<file path="config.mk">
export PLATFORM = sky130hd
export DESIGN_NAME = serial_parity_rx_flat
export DESIGN_NICKNAME = d
export VERILOG_FILES = /design/src/rtl/serial_parity_rx_if.sv /design/src/rtl/serial_parity_rx.sv /design/src/flat_wrapper.sv
export SDC_FILE = /design/constraint.sdc
export NUM_CORES = 1
export LEC_CHECK = 0
export BUFFER_PORTS_ARGS = -buffer_cell sky130_fd_sc_hd__clkbuf_2
export CAP_MARGIN = 20
export CELL_PAD_IN_SITES_DETAIL_PLACEMENT = 0
export CELL_PAD_IN_SITES_GLOBAL_PLACEMENT = 2
export CORE_MARGIN = 4
export CORE_UTILIZATION = 40
export DETAILED_ROUTE_END_ITERATION = 8
export PLACE_DENSITY = 0.84
export RECOVER_POWER = 100
export SLEW_MARGIN = 10
export SYNTH_ARGS = -nofsm -noshare
export SYNTH_HDL_FRONTEND = slang
export SYNTH_SLANG_ARGS = --single-unit
</file>
<file path="constraint.sdc">
create_clock -name clk -period 4.12 [get_ports clk]
set_clock_uncertainty 0.1 [all_clocks]
set_input_delay 0 -clock clk [delete_from_list [all_inputs] [get_ports clk]]
set_output_delay 0 -clock clk [all_outputs]
set_load 0.01 [all_outputs]
</file>
<file path="src/rtl/serial_parity_rx_if.sv">
// Bus bundle for serial_parity_rx: serial input stream and valid/ready word output.
// master: frame source / word consumer. slave: the receiver itself.
interface serial_parity_rx_if #(
    parameter int unsigned DATA_W = 8
) ();

    logic              sin_valid;
    logic              sin_bit;
    logic              sin_sof;
    logic [DATA_W-1:0] out_data;
    logic              out_parity_err;
    logic              out_valid;
    logic              out_ready;
    logic              overrun;

    modport master (
        output sin_valid,
        output sin_bit,
        output sin_sof,
        output out_ready,
        input  out_data,
        input  out_parity_err,
        input  out_valid,
        input  overrun
    );

    modport slave (
        input  sin_valid,
        input  sin_bit,
        input  sin_sof,
        input  out_ready,
        output out_data,
        output out_parity_err,
        output out_valid,
        output overrun
    );

endinterface

</file>
<file path="src/rtl/serial_parity_rx.sv">
// Bit-serial frame receiver with XOR parity check.
// Takes DATA_W data bits LSB first after a sof-qualified bit 0, then one parity
// bit; the assembled word is offered on a registered valid/ready port.
// A frame that completes while the output holds an unaccepted word is dropped
// and reported with a one-cycle overrun pulse.
// Optional feature macro: SPRX_ERR_CNT_EN adds a saturating 16-bit count of
// parity-errored words loaded into the output register (err_count port).
module serial_parity_rx #(
    parameter int unsigned DATA_W = 8,
    parameter bit          ODD    = 1'b0
) (
    input  logic               clk,
    input  logic               rst,
    serial_parity_rx_if.slave  bus
`ifdef SPRX_ERR_CNT_EN
    ,
    output logic [15:0]        err_count
`endif
);

    localparam int unsigned CNT_W    = (DATA_W > 1) ? $clog2(DATA_W) : 1;
    localparam int unsigned ERR_W    = 16;

    localparam logic [1:0] IDLE   = 2'd0;
    localparam logic [1:0] DATA   = 2'd1;
    localparam logic [1:0] PARITY = 2'd2;

    localparam logic [CNT_W-1:0] LAST_CNT = CNT_W'(DATA_W - 1);

    logic [1:0]        state_q, state_d;
    logic [CNT_W-1:0]  cnt_q, cnt_d;
    logic [DATA_W-1:0] shift_q, shift_d;
    logic              rxor_q, rxor_d;

    logic [DATA_W-1:0] out_data_q, out_data_d;
    logic              out_parity_err_q, out_parity_err_d;
    logic              out_valid_q, out_valid_d;
    logic              overrun_q, overrun_d;

    logic              frame_done;
    logic              frame_err;
    logic              out_load;

    // Receive state, bit counter, shift register and running parity.
    always_ff @(posedge clk or posedge rst) begin
        if (rst) begin
            state_q <= IDLE;
            cnt_q   <= '0;
            shift_q <= '0;
            rxor_q  <= 1'b0;
        end else begin
            state_q <= state_d;
            cnt_q   <= cnt_d;
            shift_q <= shift_d;
            rxor_q  <= rxor_d;
        end
    end

    // Frame assembly: a sof always restarts at bit 0, even mid-frame.
    always_comb begin
        state_d    = state_q;
        cnt_d      = cnt_q;
        shift_d    = shift_q;
        rxor_d     = rxor_q;
        frame_done = 1'b0;
        frame_err  = 1'b0;

        if (bus.sin_valid) begin
            if (bus.sin_sof) begin
                state_d    = DATA;
                cnt_d      = CNT_W'(1);
                shift_d    = '0;
                shift_d[0] = bus.sin_bit;
                rxor_d     = bus.sin_bit;
            end else begin
                case (state_q)
                    IDLE: begin
                        state_d = IDLE;
                    end
                    DATA: begin
                        for (int unsigned i = 0; i < DATA_W; i++) begin
                            if (cnt_q == CNT_W'(i)) begin
                                shift_d[i] = bus.sin_bit;
                            end
                        end
                        rxor_d = rxor_q ^ bus.sin_bit;
                        if (cnt_q == LAST_CNT) begin
                            state_d = PARITY;
                            cnt_d   = '0;
                        end else begin
                            cnt_d = cnt_q + CNT_W'(1);
                        end
                    end
                    PARITY: begin
                        frame_done = 1'b1;
                        frame_err  = rxor_q ^ bus.sin_bit ^ ODD;
                        state_d    = IDLE;
                        cnt_d      = '0;
                        rxor_d     = 1'b0;
                    end
                    default: begin
                        state_d = IDLE;
                        cnt_d   = '0;
                        rxor_d  = 1'b0;
                    end
                endcase
            end
        end
    end

    // Output holding register, decoupled from the shift register.
    always_ff @(posedge clk or posedge rst) begin
        if (rst) begin
            out_data_q       <= '0;
            out_parity_err_q <= 1'b0;
            out_valid_q      <= 1'b0;
            overrun_q        <= 1'b0;
        end else begin
            out_data_q       <= out_data_d;
            out_parity_err_q <= out_parity_err_d;
            out_valid_q      <= out_valid_d;
            overrun_q        <= overrun_d;
        end
    end

    // Load a completed frame when the slot is free or being drained, else drop it.
    always_comb begin
        out_data_d       = out_data_q;
        out_parity_err_d = out_parity_err_q;
        out_valid_d      = out_valid_q;
        out_load         = frame_done && (!out_valid_q || bus.out_ready);
        overrun_d        = frame_done && !out_load;

        if (out_load) begin
            out_data_d       = shift_q;
            out_parity_err_d = frame_err;
            out_valid_d      = 1'b1;
        end else if (out_valid_q && bus.out_ready) begin
            out_valid_d = 1'b0;
        end
    end

    assign bus.out_data       = out_data_q;
    assign bus.out_parity_err = out_parity_err_q;
    assign bus.out_valid      = out_valid_q;
    assign bus.overrun        = overrun_q;

`ifdef SPRX_ERR_CNT_EN
    logic [ERR_W-1:0] err_count_q, err_count_d;

    // Saturating count of errored words that actually reach the output.
    always_ff @(posedge clk or posedge rst) begin
        if (rst) begin
            err_count_q <= '0;
        end else begin
            err_count_q <= err_count_d;
        end
    end

    // Increment only on a load with error; dropped frames are not counted.
    always_comb begin
        err_count_d = err_count_q;
        if (out_load && frame_err && (err_count_q != {ERR_W{1'b1}})) begin
            err_count_d = err_count_q + ERR_W'(1);
        end
    end

    assign err_count = err_count_q;
`endif

endmodule

</file>
<file path="src/flat_wrapper.sv">
// flat-port wrapper written by rule: the top's interface ports become plain ports
module serial_parity_rx_flat 
#(
    parameter int unsigned DATA_W = 8,
    parameter bit          ODD    = 1'b0
)
  (clk, rst, bus_sin_valid, bus_sin_bit, bus_sin_sof, bus_out_ready, bus_out_data, bus_out_parity_err, bus_out_valid, bus_overrun);
  serial_parity_rx_if #(.DATA_W(DATA_W)) bus_i ();
  input  logic clk;
  input  logic rst;
  input wire logic [$bits(bus_i.sin_valid)-1:0] bus_sin_valid;
  input wire logic [$bits(bus_i.sin_bit)-1:0] bus_sin_bit;
  input wire logic [$bits(bus_i.sin_sof)-1:0] bus_sin_sof;
  input wire logic [$bits(bus_i.out_ready)-1:0] bus_out_ready;
  output wire logic [$bits(bus_i.out_data)-1:0] bus_out_data;
  output wire logic [$bits(bus_i.out_parity_err)-1:0] bus_out_parity_err;
  output wire logic [$bits(bus_i.out_valid)-1:0] bus_out_valid;
  output wire logic [$bits(bus_i.overrun)-1:0] bus_overrun;
  assign bus_i.sin_valid = bus_sin_valid;
  assign bus_i.sin_bit = bus_sin_bit;
  assign bus_i.sin_sof = bus_sin_sof;
  assign bus_i.out_ready = bus_out_ready;
  assign bus_out_data = bus_i.out_data;
  assign bus_out_parity_err = bus_i.out_parity_err;
  assign bus_out_valid = bus_i.out_valid;
  assign bus_overrun = bus_i.overrun;
  serial_parity_rx #(.DATA_W(DATA_W), .ODD(ODD)) u_core (.clk(clk), .rst(rst), .bus(bus_i));
endmodule
</file>
==> reports/results.txt <==
status: finished clean
GRT Resource Usage Total: 0.127
remaining routing DRC violations: 0
P per Cell Area: 365 mW/mm^2
largest net degree at the start of global routing: 26
min Tclk post-route: 1.81 ns
first-pass GRT wire length: 4230 um
Simple-Gate Fraction of Synth Area: 0.139
crit end category: flop
I/O Pins: 17
Fin. Hold Viols: 0
# diodes: 0
site row count: 20
Int Power: 0.000358 W
core area: 0.00310 mm^2
worst-margin pin slew: 0.990 ns
wire per inst: 13.3 um
Clock Latency Late Sink: 0.32 ns
final WL: 2300 um
Avg Cell Area, Syn: 11.8 um^2
initial antenna violation count: 0
top cell type's share of synthesized area: 0.476
top cells by area, synth: dfrtp_1 48%, mux2_2 7.7%, ha_1 5.7%
sequential area share after synthesis: 0.476
CTS Root Cell: clkbuf_4
die height: 65.3 um
Setup TNS Final: 0 ns
Syn. warnings: 0
prevailing post-synth register cell: dfrtp_1
Max Slew Vio Count: 0
share of layout cells above drive strength 1: 0.155
Die W: 65.3 um
slew margin rel.: 0.340
synth unique cells: 32
top cell types by occurrence after synthesis: 25 x dfrtp_1, 11 x inv_1, 9 x mux2_2
TritonCTS Buffers: 3
Layout Area Growth over Synthesis: 7.33%
Synth Net Count: 123
cell taking the most area after synthesis: dfrtp_1
Arr. time, crit path: 1.93 ns
global placer's final weighted congestion: 0.753
Via density: 5.13
design area: 0.00141 mm^2
Worst Slack Setup Final: 2.31 ns
Worst IR Drop VDD: 0.000126 V
P_leak: 0.673 nW
clk sinks: 25
Port-buffer cells: 16
number of detailed-route iterations in the first pass: 4
most frequent cell after synthesis: dfrtp_1
slowest stage delay, CP: 0.57 ns
Clock Path Buffers: 2
CTS H-Tree Depth: 1
Syn Inst Count: 111
TritonCTS clock tree: done
mux cell area share after synthesis: 0.104
XOR/XNOR Fraction of Synth Area: 0.00667
Logic pwr share: 0.197
Total Power: 0.000515 W
main combinational cell family by area after synthesis: compound AO/OA/AOI/OAI gates
Worst EP required: 4.23 ns
# resized after CTS: 0
remaining global-route overflow: 0
Compound-Gate Fraction of Synth Area: 0.150
Reg2Reg Depth: 3
asr flop ratio synth: 1.00
#FFs+latches synth: 25
RSZ-0062 raised after global routing: false
Final Cycle Share: 0.440
fmax: 551 MHz
crit path max fanout: 12
NetSw: 0.000156 W
Seq pwr share: 0.584
vias in the first global route: 908
placed inst area: 0.00140 mm^2
ANT nets after route: 0
die area: 0.00427 mm^2
clk slew on worst S/H paths: 0.15 ns
Synth Area in Adders: 0.0571
CP startpoint kind: flop
CP cell instances: nor2_8 -> nand4_1 -> mux2_2
DP Wirelength: 1640 um
WS Path Type: reg -> reg
DR vias: 887
Hold Crit Class: in -> async
Worst path slowest cell: dfrtp_1
Netlist Area Pre-Place: 0.00131 mm^2
initial drt markers: 18
final hold slack: 0.0199 ns
Post-synth EDFFs: 0
Initial Util: 0.423
clock power share: 0.219
max-capacitance violation count: 0
Sw Ratio: 0.304
final net count: 142
Post-Place Setup Slack: 2.57 ns
final setup violation count: 0
==> placed cells by master (no fill, tap or decap), drive strengths merged <==
master | synthesis | layout
dfrtp | 25 | 25
clkbuf | 1 | 20
inv | 11 | 11
mux2 | 10 | 10
nand2 | 7 | 7
nand3 | 7 | 7
o211ai | 6 | 6
o21ai | 6 | 6
ha | 6 | 6
a211o | 5 | 5
o2bb2ai | 3 | 3
dlygate4sd3 | 0 | 3
nor2 | 3 | 3
nand4b | 2 | 2
mux2i | 2 | 2
nor3b | 1 | 1
a211oi | 1 | 1
nor4b | 1 | 1
o31ai | 1 | 1
a22o | 1 | 1
nand2b | 1 | 1
nand4 | 1 | 1
nor2b | 1 | 1
and4b | 1 | 1
and4bb | 1 | 1
a22oi | 1 | 1
xor2 | 1 | 1
clkinv | 0 | 1
==> repair_timing <==
action / CTS / global route
endpoints found under the hold margin: 30 / 0
buffers inserted: 0 / 0
hold buffers: 3 / 0
==> layout make-up <==
| cell class | count | area [um^2] |
|---|---|---|
| Clock inverter | 1 | 5.00 |
| Timing Repair Buffer | 20 | 100 |
| Tap cell | 44 | 55.1 |
| Inverter | 11 | 41.3 |
| Sequential cell | 25 | 626 |
| Multi-Input combinational cell | 69 | 561 |
| Fill cell | 318 | 1690 |
| Clock buffer | 3 | 22.5 |
==> sequential cells by signal, indices dropped and copies added, names as in the netlist <==
signal	count
u_core.rxor_q	1
u_core.shift_q	8
u_core.bus.out_parity_err	1
u_core.bus.out_data	8
u_core.bus.overrun	1
u_core.bus.out_valid	1
u_core.cnt_q	3
u_core.state_q	2
==> routing by layer <==
| metal | vias to the layer above | track usage | share of wire |
|---|---|---|---|
| met3 | 2 | 0.0205 | 0.033 |
| met2 | 13 | 0.211 | 0.49 |
| li1 | 434 | - | - |
| met1 | 438 | 0.163 | 0.47 |
| met5 | - | 0 | 0 |
| met4 | 0 | 0.0544 | 0.0091 |
==> metrics by stage <==
step                      instances  utilization
after floorplan                 111            -
after global placement          165        0.452
after detailed placement        165        0.452
after CTS                       172        0.470
after global routing            173        0.454
final                           173        0.454
==> logic make-up (layout without fill, tap and decap cells) <==
kind of cell / count (synthesis) / after routing
muxes: 12 / 12
and+or+nand+nor: 26 / 26
AOI/OAI and AO/OA: 24 / 24
adders and majority gates: 6 / 6
xor gates and xnor gates: 1 / 1
DFF: 25 / 25
buffers and inverters: 17 / 35
==> worst paths after layout <==
path                                                    startpoint                                 end  slack, ns
worst min-delay path                                           rst  u_core.bus.out_data[2]$_DFFE_PP0P_       0.02
min in group clk                                     bus_sin_valid       u_core.shift_q[4]$_DFFE_PP0P_       0.03
worst max register to register       u_core.state_q[0]$_DFFE_PP0P_  u_core.bus.out_data[7]$_DFFE_PP0P_       2.31
max in group asynchronous                                      rst       u_core.state_q[1]$_DFFE_PP0P_       2.70
worst max-delay path                 u_core.state_q[0]$_DFFE_PP0P_  u_core.bus.out_data[7]$_DFFE_PP0P_       2.31
worst min register to register  u_core.bus.out_data[3]$_DFFE_PP0P_  u_core.bus.out_data[3]$_DFFE_PP0P_       0.42
==> worst max-delay path, delay by kind of cell, from the launching register on <==
family           cells  cell delay, ns
flip-flops           1            0.57
AND/OR/NAND/NOR      2            0.59
multiplexers         1            0.44
==> power by group through the flow <==
stage	clock network, W	logic [W]	registers [W]
after global placement	0	0.000107	0.000304
final	0.000113	0.000101	0.000300
after CTS	0.000117	0.000111	0.000301
after floorplan	0	0.0000942	0.000296
after detailed placement	0	0.000108	0.000306
after global routing	0.000129	0.000116	0.000307
Note: power is estimated with default switching activity, not from simulation.
